$ cat config.mk
export PLATFORM = sky130hd
export DESIGN_NAME = wb_arbiter
export DESIGN_NICKNAME = d
export VERILOG_FILES = /design/src/rtl/riscv_cpu_pkg.sv /design/src/rtl/wb_arb_fifo.sv /design/src/rtl/wb_arbiter.sv
export SDC_FILE = /design/constraint.sdc
export NUM_CORES = 1
export LEC_CHECK = 0
export BUFFER_PORTS_ARGS = -buffer_cell sky130_fd_sc_hd__buf_2
export CAP_MARGIN = 20
export CORE_MARGIN = 3
export CORE_UTILIZATION = 57
export DETAILED_ROUTE_END_ITERATION = 8
export HOLD_SLACK_MARGIN = 0.08
export PLACE_DENSITY = 0.95
export SLEW_MARGIN = 25
export SYNTH_ARGS = -nofsm -noshare
export SYNTH_HDL_FRONTEND = slang
export SYNTH_HIERARCHICAL = 1
export SYNTH_SLANG_ARGS = --single-unit
$ cat constraint.sdc
create_clock -name clk_i -period 8.3 [get_ports clk_i]
set_input_delay 1.245 -clock clk_i [delete_from_list [all_inputs] [get_ports clk_i]]
set_output_delay 1.245 -clock clk_i [all_outputs]
set_load 0.01 [all_outputs]
$ cat src/rtl/riscv_cpu_pkg.sv
// rtl/riscv_cpu_pkg.sv - shared CPU widths plus writeback arbiter state and request types
package riscv_cpu_pkg;

    localparam int DATA_WIDTH = 32;
    localparam int ADDR_WIDTH = 5;

    typedef enum logic [1:0] {
        ARB_EMPTY,
        ARB_PENDING,
        ARB_FORCE
    } wb_arb_state_e;

    typedef struct packed {
        logic [ADDR_WIDTH-1:0] dest;
        logic [DATA_WIDTH-1:0] data;
    } wb_req_t;

endpackage

$ cat src/rtl/wb_arb_fifo.sv
// rtl/wb_arb_fifo.sv - synchronous FIFO buffering multicycle writeback requests
module wb_arb_fifo
    import riscv_cpu_pkg::*;
#(
    parameter int DEPTH = 2
) (
    input  logic                       clk,
    input  logic                       rst,
    input  logic                       push,
    input  wb_req_t                    push_data,
    input  logic                       pop,
    output logic                       full,
    output logic                       empty,
    output logic [$clog2(DEPTH+1)-1:0] count,
    output wb_req_t                    head
);

    localparam int AW = $clog2(DEPTH);

    // The extra pointer MSB separates full from empty when the indices match.
    logic [AW:0] wr_ptr;
    logic [AW:0] rd_ptr;
    wb_req_t     mem [DEPTH];

    assign empty = (wr_ptr == rd_ptr);
    assign full  = (wr_ptr[AW] != rd_ptr[AW]) && (wr_ptr[AW-1:0] == rd_ptr[AW-1:0]);
    assign count = wr_ptr - rd_ptr;
    assign head  = mem[rd_ptr[AW-1:0]];

    always_ff @(posedge clk) begin
        if (rst) begin
            wr_ptr <= '0;
            rd_ptr <= '0;
        end else begin
            if (push) begin
                wr_ptr <= wr_ptr + 1'b1;
            end
            if (pop) begin
                rd_ptr <= rd_ptr + 1'b1;
            end
        end
    end

    always_ff @(posedge clk) begin
        if (push) begin
            mem[wr_ptr[AW-1:0]] <= push_data;
        end
    end

endmodule

$ cat src/rtl/wb_arbiter.sv
// rtl/wb_arbiter.sv - register-file write port arbiter between pipeline writeback and multicycle results
module wb_arbiter
    import riscv_cpu_pkg::*;
#(
    parameter int DATA_WIDTH   = riscv_cpu_pkg::DATA_WIDTH,
    parameter int ADDR_WIDTH   = riscv_cpu_pkg::ADDR_WIDTH,
    parameter int FIFO_DEPTH   = 2,
    parameter int STARVE_LIMIT = 4
) (
    input  logic                            clk_i,
    input  logic                            rst_i,
    input  logic                            wb_we_i,
    input  logic [ADDR_WIDTH-1:0]           wb_dest_reg_i,
    input  logic [DATA_WIDTH-1:0]           wb_wdata_i,
    output logic                            wb_stall_o,
    input  logic                            mc_valid_i,
    output logic                            mc_ready_o,
    input  logic [ADDR_WIDTH-1:0]           mc_dest_reg_i,
    input  logic [DATA_WIDTH-1:0]           mc_wdata_i,
    output logic                            rf_we_o,
    output logic [ADDR_WIDTH-1:0]           rf_waddr_o,
    output logic [DATA_WIDTH-1:0]           rf_wdata_o,
    output logic [$clog2(FIFO_DEPTH+1)-1:0] pend_cnt_o
);

    localparam int CW    = $clog2(FIFO_DEPTH+1);
    localparam int AGE_W = $clog2(STARVE_LIMIT+1);
    localparam logic [AGE_W-1:0] AGE_MAX = AGE_W'(STARVE_LIMIT);

    wb_arb_state_e    state_q;
    wb_arb_state_e    state_n;
    logic [AGE_W-1:0] age_q;
    logic [AGE_W-1:0] age_n;
    logic [CW-1:0]    count;
    logic [CW-1:0]    count_n;
    logic             full;
    logic             empty;
    wb_req_t          head;
    wb_req_t          mc_req;
    logic             wb_req;
    logic             conflict;
    logic             head_grant;
    logic             wb_grant;
    logic             push;

    assign wb_req   = wb_we_i && (wb_dest_reg_i != '0);
    assign conflict = wb_req && (wb_dest_reg_i == head.dest);

    // A queued result to the same register is older, so it must land first.
    assign head_grant = (state_q != ARB_EMPTY) &&
                        (!wb_req || conflict || (state_q == ARB_FORCE));
    assign wb_grant   = wb_req && !head_grant;
    assign wb_stall_o = wb_req && head_grant;

    assign mc_ready_o = !full;
    assign push       = mc_valid_i && !full && (mc_dest_reg_i != '0);
    assign pend_cnt_o = count;
    assign mc_req     = '{dest: mc_dest_reg_i, data: mc_wdata_i};

    wb_arb_fifo #(
        .DEPTH (FIFO_DEPTH)
    ) u_fifo (
        .clk       (clk_i),
        .rst       (rst_i),
        .push      (push),
        .push_data (mc_req),
        .pop       (head_grant),
        .full      (full),
        .empty     (empty),
        .count     (count),
        .head      (head)
    );

    always_comb begin
        count_n = count + CW'(push) - CW'(head_grant);
        age_n   = age_q;
        if (head_grant || empty) begin
            age_n = '0;
        end else if (age_q != AGE_MAX) begin
            age_n = age_q + 1'b1;
        end
        state_n = ARB_PENDING;
        if (count_n == '0) begin
            state_n = ARB_EMPTY;
        end else if (age_n == AGE_MAX) begin
            state_n = ARB_FORCE;
        end
    end

    always_ff @(posedge clk_i) begin
        if (rst_i) begin
            state_q    <= ARB_EMPTY;
            age_q      <= '0;
            rf_we_o    <= 1'b0;
            rf_waddr_o <= '0;
            rf_wdata_o <= '0;
        end else begin
            state_q <= state_n;
            age_q   <= age_n;
            rf_we_o <= head_grant || wb_grant;
            if (head_grant) begin
                rf_waddr_o <= head.dest;
                rf_wdata_o <= head.data;
            end else if (wb_grant) begin
                rf_waddr_o <= wb_dest_reg_i;
                rf_wdata_o <= wb_wdata_i;
            end else begin
                rf_waddr_o <= '0;
                rf_wdata_o <= '0;
            end
        end
    end

endmodule

==> results.cfg, run 1 <==
[outcome]
outcome = completed

[synthesis]
unique_masters_post_synth = 35
synthDominantAreaCellType = edfxtp_1
yosys_most_used_dff = edfxtp_1
synth_top_cells_by_count = edfxtp_1 (74), dfxtp_1 (48), a32o_1 (30), mux2_4 (30)
synthArstFlopShare_pct = 0
synth_top_area_share_pct = 46.4
mapped_cells = 285
ys_seq_area_share_pct = 66.5
netlist_area_sq_mm = 0.00479
number_of_flops_mapped_to_enable_cells_by_yosys = 74
synth_nets = 368
yosys_register_bits = 122
yosys_warning_total = 6
synth_most_common_cell = edfxtp_1
synth.top_cells.by_area = edfxtp_1 (46%), dfxtp_1 (20%), mux2_4 (9.4%)
post_synth.cell_area_avg_sq_um = 16.8

[global_routing]
grt.total_usage_pct = 21.0
grt_first_pass_wirelength_mm = 15.5
global_route.overflow_total = 0
grt_antenna_before_repair = 0
grt_start_max_net_pins = 43
via_count_of_the_first_global_routing_pass = 3071

[timing]
rsz0062_at_grt = no
timing.clock.skew_ns = 0.0104
hold_violations = 0
setup_tns_ns = 0
finalCriticalPeriod_ns = 3.61
final-setup-viol-count = 0
worst_slew_margin_rel_pct = 39.7
maximum_operating_frequency_mhz = 277
slew_at_the_pin_closest_to_its_max_slew_limit_ns = 0.905
layout_worst_path_cycle_share_pct = 43.5
finalMaxSlewViolations = 0

[critical_path]
worst-endpoint-arrival_ns = 2.37
path_delay_family = simple AND/OR/NAND/NOR gates
critical_path.cell_chain = buf_2 > nor4_2 > a21oi_1 > o22ai_4 > nor2b_1 > buf_2
ws_path_type = input port to primary output
worst_path_most_repeated_cell = buf_2
worstSetupStartpointType = input port
crit_slowest_cell = nor4_2
worst_setup_end_kind = primary output
required_ns = 7.05
start_point_of_the_critical_path = wb_dest_reg_i[1]
cp_slowest_stage_delay_ns = 0.34
reg2reg_setup_slack_ns = 5.45
ff2ff_path_depth = 10
cp.buffers_inverters = 2
max_fanout_on_critical_path = 3
timing.rr.end = state_q[1]

[floorplan]
dieWidth_um = 97.6
num_io_pins = 120
die_area_sq_mm = 0.00953
floorplan.die.height_um = 97.6
core-area_sq_mm = 0.00793
initial_core_util_pct = 60.4
core.rowCount = 32

[power_and_ir_drop]
finalPower_w = 0.00206
vdd.ir_drop.worst_mv = 0.233
power_density_mw_per_mm2 = 344
static-leakage-power_nw = 2.51

[detailed_routing]
route.detailed.vias_per_inst = 5.49
drt.antenna.violating_nets = 0
via_count = 2894
drt-initial-drc-count = 148
routed_wl_mm = 9.80
detailedRoute.firstPassIterationCount = 5
drt_drc_violations_left = 0
avgRoutedWirePerCell_um = 18.6

[clock_tree]
cts_hold_buf = 0
cts_resized = 0
clk_transition_reported_paths_ns = 0.05
root_cell_of_the_clock_tree = clkbuf_8
clkSinkCount = 122
cts_tree = yes
cts_setup_buffers = 0
tritoncts_buffers = 17
cts_htree_levels = 4
cts.path.max_buffers = 2
clkLatencyLatePin_ns = 0.50

[cells_and_area]
area_growth_syn_to_layout_pct = 25.1
diodes = 0
fin_nets = 495
layout-drive-gt1-share_pct = 49.2

[placement]
detailedPlacementHpwl_mm = 6.26
buffer_ports.inserted = 119
gpl.final_weighted_congestion = 0.795

[min_path]
hold_path.startpoint = u_fifo/rd_ptr[0]
hold_path_end = u_fifo/rd_ptr[1]
min_path_type = flop to flop
timing.hold.worst_path_depth = 2

[run]
drv_cap = 0
[routing by layer]
layer | routed length, um | part of all wire (%) | global-route usage (%) | vias up
met5 | 0 | 0 | 0 | -
met4 | 96 | 0.98 | 7.03 | 0
met3 | 639 | 6.5 | 5.96 | 9
met2 | 5290 | 54 | 38.0 | 122
met1 | 3780 | 39 | 23.7 | 1391
li1 | - | - | - | 1372
[state kept, by name, indices dropped and copies added, names as in the netlist, named ones only]
register       flops
u_fifo/mem        74
rf_wdata_o        32
rf_waddr_o         5
age_q              3
state_q            2
u_fifo/rd_ptr      2
u_fifo/wr_ptr      2
rf_we_o            1
[cell usage in the layout, fill, tap and decap left out, types with 2 or more instances in the layout]
cell	count
a32o_2	7
clkinv_4	3
a21oi_1	6
nor2_1	5
inv_1	11
xnor2_1	11
o21ai_0	3
clkinv_2	3
edfxtp_1	74
nand2_1	3
nor3_1	2
buf_2	119
mux2_4	30
clkinvlp_4	2
a32o_1	30
inv_6	2
nand3b_1	4
nor2b_1	4
ha_1	5
clkbuf_16	19
and3_1	2
a21bo_2	2
mux2_2	7
dfxtp_1	47
clkbuf_8	2
buf_4	4
[power breakdown]
part / leakage (nW) / internal, W / total [W] / switching (W)
logic: 1.12 / 0.000262 / 0.000537 / 0.000275
clock network: 0.296 / 0.000460 / 0.000719 / 0.000258
registers: 1.09 / 0.000763 / 0.000805 / 0.0000421
total: 2.51 / 0.00149 / 0.00206 / 0.000575
[cells by family after synthesis]
family                   Yosys count  share of synthesized area [%]
multiplexers                      37                           11.1
flip-flops                       122                           66.5
AO/OA/AOI/OAI                     53                           10.5
XOR/XNOR                          11                           2.01
AND/OR/NAND/NOR                   30                           3.84
buffers and inverters             27                           4.78
adder cells (fa/ha/maj)            5                           1.31
[worst max-delay path by stage]
stage	endpoint	slack [ns]	cells after the start
2_1_floorplan	u_fifo/mem[0][0]	4.60	4
3_3_place_gp	wb_stall_o	4.70	6
3_5_place_dp	wb_stall_o	4.69	6
4_1_cts	wb_stall_o	4.68	6
5_1_grt	wb_stall_o	4.58	6
6_report	wb_stall_o	4.69	6
[worst reg2reg max path, delay by kind of cell, from the launching register on]
kind | cells | cell delay (ns)
flip-flops | 1 | 0.43
AND/OR/NAND/NOR | 2 | 0.38
adder cells (fa/ha/maj) | 2 | 0.53
AO/OA/AOI/OAI | 2 | 0.33
buffers and inverters | 2 | 0.51
multiplexers | 1 | 0.38
XOR/XNOR | 1 | 0.20
[metrics by stage]
stage          utilization [%]  instances  hold slack, ns  worst slack, ns  instance area [sq um]
4_1_cts                   75.3        526           0.562             4.68                   5970
3_5_place_dp              67.6        494           0.533             4.69                   5360
6_report                  75.6        527           0.567             4.69                   5990
2_1_floorplan                -        285           0.499             4.60                   4790
3_3_place_gp              67.6        494           0.523             4.70                   5360
5_1_grt                   75.6        527           0.605             4.58                   5990
[layout make-up]
cell class	count	area, sq um
Clock inverter	11	104
Tap cell	102	128
Timing Repair Buffer	124	646
Clock buffer	21	503
Fill cell	492	1940
Multi-Input combinational cell	136	1380
Sequential cell	122	3180
Inverter	11	41.3
(Power assumes the default switching activity.)
==> run 2, diff against run 1 <==
CORE_UTILIZATION = 48   (was 57)
PLACE_DENSITY = 0.86   (was 0.95)
clock period = 3.2 ns   (was 8.3 ns; I/O delays follow)
==> run 2 against run 1 <==
Net effect: worst hold slack lost 0.40 ns; cell count rose by 5.5%; via count down 0.38%; combinational power rose to 2.6 times the previous value; sequential share of layout area grew 0.39 points; largest cell class unchanged; critical endpoint unchanged; sequential power grew to 2.6 times the previous value.
==> results.cfg, run 2 (synthesis gave the netlist of run 1 again) <==
[floorplan]
die_area_sq_mm = 0.0112
initial_core_util_pct = 50.6
dieWidth_um = 106
num_io_pins = 120
core-area_sq_mm = 0.00946
core.rowCount = 35
floorplan.die.height_um = 106

[clock_tree]
cts_resized = 0
clk_transition_reported_paths_ns = 0.06
clkSinkCount = 122
cts.path.max_buffers = 2
clkLatencyLatePin_ns = 0.50
cts_htree_levels = 4
cts_setup_buffers = 0
tritoncts_buffers = 17
root_cell_of_the_clock_tree = clkbuf_8
cts_tree = yes
cts_hold_buf = 0

[global_routing]
grt_first_pass_wirelength_mm = 14.6
global_route.overflow_total = 0
grt_start_max_net_pins = 41
grt.total_usage_pct = 17.1
grt_antenna_before_repair = 0
via_count_of_the_first_global_routing_pass = 2924

[critical_path]
worst_setup_end_kind = primary output
max_fanout_on_critical_path = 6
crit_slowest_cell = dfxtp_2
critical_path.cell_chain = mux2_2 > xnor2_1 > nand3b_1 > o22ai_4 > nor2b_1 > buf_2
cp_slowest_stage_delay_ns = 0.41
worstSetupStartpointType = flop
worst-endpoint-arrival_ns = 2.18
ws_path_type = flop to primary output
required_ns = 2.72

[timing]
maximum_operating_frequency_mhz = 375
layout_worst_path_cycle_share_pct = 83.2
finalMaxSlewViolations = 0
timing.clock.skew_ns = 0.00946
hold_violations = 0
rsz0062_at_grt = no
setup_tns_ns = 0
final-setup-viol-count = 0
slew_at_the_pin_closest_to_its_max_slew_limit_ns = 0.608
worst_slew_margin_rel_pct = 59.5
finalCriticalPeriod_ns = 2.66

[power_and_ir_drop]
vdd.ir_drop.worst_mv = 0.427
static-leakage-power_nw = 2.46
power_density_mw_per_mm2 = 856

[detailed_routing]
route.detailed.vias_per_inst = 5.19
via_count = 2883
routed_wl_mm = 9.39
drt.antenna.violating_nets = 0
avgRoutedWirePerCell_um = 16.9
detailedRoute.firstPassIterationCount = 4
drt-initial-drc-count = 88
drt_drc_violations_left = 0

[cells_and_area]
final.fill_count = 740
fin_nets = 497
layout.cells.most_common = buf_2
sequential_cell_area_sq_mm = 0.00318
layout-drive-gt1-share_pct = 48.7
multi_input_comb_area_sq_mm = 0.00138
largest_register_ff_count = 74
area_growth_syn_to_layout_pct = 24.2
final_cell_mix = buf_2 (119), edfxtp_1 (74), dfxtp_1 (47), a32o_1 (30), mux2_4 (30)
layout.cells.non_filler = 556
diodes = 0

[placement]
place_inst = 524
detailedPlacementHpwl_mm = 6.45
gpl.final_weighted_congestion = 0.747
buffer_ports.inserted = 119

[min_path]
min_path_type = input port to flop

[run]
drv_cap = 0

[outcome]
outcome = completed
## run 2: cell types whose count changed in the layout (fill, tap and decap cells not counted)
| cell | previous run | this run |
|---|---|---|
| bufinv_16 | 1 | 0 |
| clkinvlp_4 | 2 | 5 |
| clkinv_2 | 3 | 4 |
| clkbuf_1 | 0 | 3 |
| buf_4 | 4 | 6 |
| clkinv_4 | 3 | 1 |
| inv_6 | 2 | 1 |
| clkbuf_16 | 19 | 16 |
## run 2: worst max-delay path: cells and delay by family (launching register included)
kind | cells | cell delay (ns)
DFF | 1 | 0.41
muxes | 1 | 0.38
and+or+nand+nor | 2 | 0.36
xor gates and xnor gates | 1 | 0.22
AOI/OAI and AO/OA | 1 | 0.19
buffers and inverters | 1 | 0.14
## run 2: final cells by class
cell class | instances | share of cell area (%)
well taps | 129 | 2.71
repair buffers | 126 | 11.1
clock buffers | 21 | 7.39
clock inverters | 11 | 1.26
multi-input cells | 136 | 23.3
inverters | 11 | 0.694
flip-flops and latches | 122 | 53.6
## run 2: layer usage
layer | vias up | wire (um) | track usage, %
met3 | 13 | 500 | 5.21
li1 | 1378 | - | -
met4 | 0 | 135 | 6.11
met1 | 1396 | 3780 | 19.6
met5 | - | 0 | 0
met2 | 96 | 4970 | 30.2
## run 2: worst paths after layout
kind / to / slack [ns] / from / depth (start not counted)
setup / recovery: wb_stall_o / 0.54 / flop / 6
hold / removal: u_fifo/mem[0][17] / 0.17 / mc_wdata_i[17] / 1
setup reg to reg: state_q[1] / 0.72 / flop / 9
hold reg to reg: u_fifo/rd_ptr[1] / 0.55 / u_fifo/rd_ptr[0] / 2
## run 2: power breakdown
| group | internal (W) | switching, W |
|---|---|---|
| clock | 0.000967 | 0.000649 |
| sequential | 0.00198 | 0.0000972 |
| combinational | 0.000684 | 0.000713 |
## run 2: per-stage QoR
| stage | utilization (%) | power [W] | area (sq um) | hold slack (ns) | setup WS [ns] |
|---|---|---|---|---|---|
| 2_1_floorplan | - | 0.00321 | 4790 | 0.499 | 0.493 |
| 3_3_place_gp | 57.4 | 0.00345 | 5430 | 0.531 | 0.807 |
| 3_5_place_dp | 57.4 | 0.00351 | 5430 | 0.543 | 0.660 |
| 4_1_cts | 62.9 | 0.00515 | 5950 | 0.143 | 0.492 |
| 5_1_grt | 62.9 | 0.00535 | 5950 | 0.138 | 0.370 |
| 6_report | 62.9 | 0.00509 | 5950 | 0.168 | 0.537 |
==> run 3, diff against run 2 <==
ABC_AREA = 1   (was unset)
CORE_UTILIZATION = 54   (was 48)
PLACE_DENSITY = 0.9   (was 0.86)
clock period = 2.5 ns   (was 3.2 ns; I/O delays follow)
==> run 3 against run 2 <==
Net effect: critical path depth increased by 6; clock-buffer cell count shrank 2; clock skew is 0.0055 ns higher; setup slack lost 0.52 ns; utilization grew 12 points; clock power rose by 51%; final area is 19% higher; worst hold slack got worse by 0.019 ns; first-iteration DRC count up 140%; sequential power rose by 24%; largest power group unchanged.
==> results.cfg, run 3 <==
[synthesis]
synth_top_cells_by_count = edfxtp_1 (74), nand2_1 (65), inv_1 (63)
yosys_register_bits = 122
number_of_flops_mapped_to_enable_cells_by_yosys = 74
yosys.area_share.simple_pct = 18.1
ys_seq_area_share_pct = 59.5
synth-xor-area-share_pct = 0.491
yosys_warning_total = 6
combinational_family_with_the_most_area_after_synthesis = simple AND/OR/NAND/NOR gates
netlist_area_sq_mm = 0.00535
synth_top_area_share_pct = 41.5
synth_compound_gate_area_share_pct = 11.0
yosys_most_used_dff = edfxtp_1
post_synth.cell_area_avg_sq_um = 11.2
unique_masters_post_synth = 30
synth_nets = 561
synth_most_common_cell = edfxtp_1
synthMuxAreaShare_pct = 0
mapped_cells = 478
synthDominantAreaCellType = edfxtp_1
synth.top_cells.by_area = edfxtp_1 (42%), dfxtp_1 (18%), nand3_2 (5.8%)
synthArstFlopShare_pct = 0
synth-adder-area-share_pct = 1.17

[critical_path]
max_fanout_on_critical_path = 7
crit_slowest_cell = dfxtp_4
ws_path_type = flop to primary output
worstSetupStartpointType = flop
path_delay_family = simple AND/OR/NAND/NOR gates
cp_slowest_stage_delay_ns = 0.38
worst-endpoint-arrival_ns = 2.10
worst_path_most_repeated_cell = nand2_1
critical_path.cell_chain = buf_8 > o21ai_4 > inv_1 > nand2_1 > nand2_1 > nor2_2 > nand3_2 > nand2_4 > nand2_8 > buf_12 > nor2_4 > buf_6
worst_setup_end_kind = primary output
cp.buffers_inverters = 4
required_ns = 2.12

[detailed_routing]
routed_wl_mm = 12.4
avgRoutedWirePerCell_um = 15.8
via_count = 4051
detailedRoute.firstPassIterationCount = 6
drt-initial-drc-count = 207
drt.antenna.violating_nets = 0
drt_drc_violations_left = 0
route.detailed.vias_per_inst = 5.16

[outcome]
outcome = completed

[floorplan]
core.rowCount = 35
dieWidth_um = 106
num_io_pins = 120
die_area_sq_mm = 0.0111
initial_core_util_pct = 56.8
floorplan.die.height_um = 106
core-area_sq_mm = 0.00942

[timing]
hold_violations = 0
layout_worst_path_cycle_share_pct = 99.2
worst_slew_margin_rel_pct = 53.1
finalWorstSetupSlack_ns = 0.0207
maximum_operating_frequency_mhz = 403
slew_at_the_pin_closest_to_its_max_slew_limit_ns = 0.702
finalMaxSlewViolations = 0
final-setup-viol-count = 0
timing.clock.skew_ns = 0.0150
finalCriticalPeriod_ns = 2.48

[power_and_ir_drop]
vdd.ir_drop.worst_mv = 0.710
finalPower_w = 0.00727
static-leakage-power_nw = 2.98
power_density_mw_per_mm2 = 1030

[cells_and_area]
fin_nets = 726
final.fill_count = 594
area_growth_syn_to_layout_pct = 32.6
layout.cells.most_common = buf_2
layout.core_utilization_pct = 75.3
diodes = 0
layout-drive-gt1-share_pct = 40.5
final_cell_mix = buf_2 (118), edfxtp_1 (74), nand2_1 (65), inv_1 (61), nand3_1 (52)
largest_register_ff_count = 74

[clock_tree]
cts.path.max_buffers = 2
tritoncts_buffers = 17
clkLatencyLatePin_ns = 0.50
cts_htree_levels = 4
cts_tree = yes
clk_transition_reported_paths_ns = 0.06
root_cell_of_the_clock_tree = clkbuf_8
clkSinkCount = 122

[min_path]
min_path_type = input port to flop

[global_routing]
gr-usage-met1_pct = 23.9
grt_start_max_net_pins = 42
global_route.overflow_total = 0
top_usage_layer = met2
via_count_of_the_first_global_routing_pass = 3937
grt_antenna_before_repair = 0
grt_first_pass_wirelength_mm = 18.7
met3_usage_pct = 4.90
groute.layer.met2.usage_pct = 38.9
grt.total_usage_pct = 21.1

[placement]
detailedPlacementHpwl_mm = 7.26
buffer_ports.inserted = 119
place_worst_setup_slack_ns = 0.103
gpl.final_weighted_congestion = 0.766

[run]
drv_cap = 0
## run 3: cell type report
class,count,area [sq um],share of cell area (%)
sequential,122,3190,45.0
multi-input combinational,265,1720,24.2
timing repair buffer,173,1180,16.6
clock buffer,19,422,5.95
inverter,64,245,3.46
clock inverter,13,176,2.49
tap,129,161,2.28
## run 3: logic make-up (layout without fill, tap and decap cells)
group | after synthesis | in the layout
flip-flops | 122 | 122
adder cells (fa/ha/maj) | 5 | 5
AND/OR/NAND/NOR | 177 | 177
AO/OA/AOI/OAI | 80 | 80
XOR/XNOR | 3 | 3
buffers and inverters | 91 | 269
## run 3: metrics by stage
stage          hold slack (ns)  area (sq um)  setup TNS [ns]  cells
2_1_floorplan            0.474          5360               0    478
3_3_place_gp             0.508          5920               0    707
3_5_place_dp             0.537          5920               0    707
4_1_cts                 0.0804          6890               0    775
5_1_grt                  0.127          7090          -0.230    785
6_report                 0.149          7090               0    785
## run 3: layer usage
layer	routed length, um	up-vias	part of all wire (%)
li1	-	1950	-
met1	4820	1891	39
met2	6580	169	53
met3	698	41	5.6
met4	272	0	2.2
met5	0	-	0
## run 3: path summary, 6_finish.rpt
kind / startpoint / endpoint / depth (start not counted) / slack, ns
setup / recovery: flop / wb_stall_o / 12 / 0.02
hold / removal: wb_wdata_i[0] / rf_wdata_o[0] / 3 / 0.15
setup reg to reg: flop / state_q[1] / 18 / 0.02
hold reg to reg: u_fifo/wr_ptr[1] / u_fifo/wr_ptr[1] / 2 / 0.55
## run 3: repair_timing
item,4_1_cts,5_1_grt
hold endpoints to repair,71,2
setup buffers,0,7
gates cloned,0,2
gates resized for setup,5,23
hold buffers,36,1
endpoints found under the setup margin,1,3
pin swaps,0,11
## run 3: power breakdown
group / internal (W) / total, W / switching (W)
clock: 0.00161 / 0.00245 / 0.000844
combinational: 0.000896 / 0.00226 / 0.00136
sequential: 0.00246 / 0.00256 / 0.000103
## run 3: worst min-delay path: stages
cell and delay, ns:
buf_2 0.09, nand3_1 0.07, a21oi_1 0.06
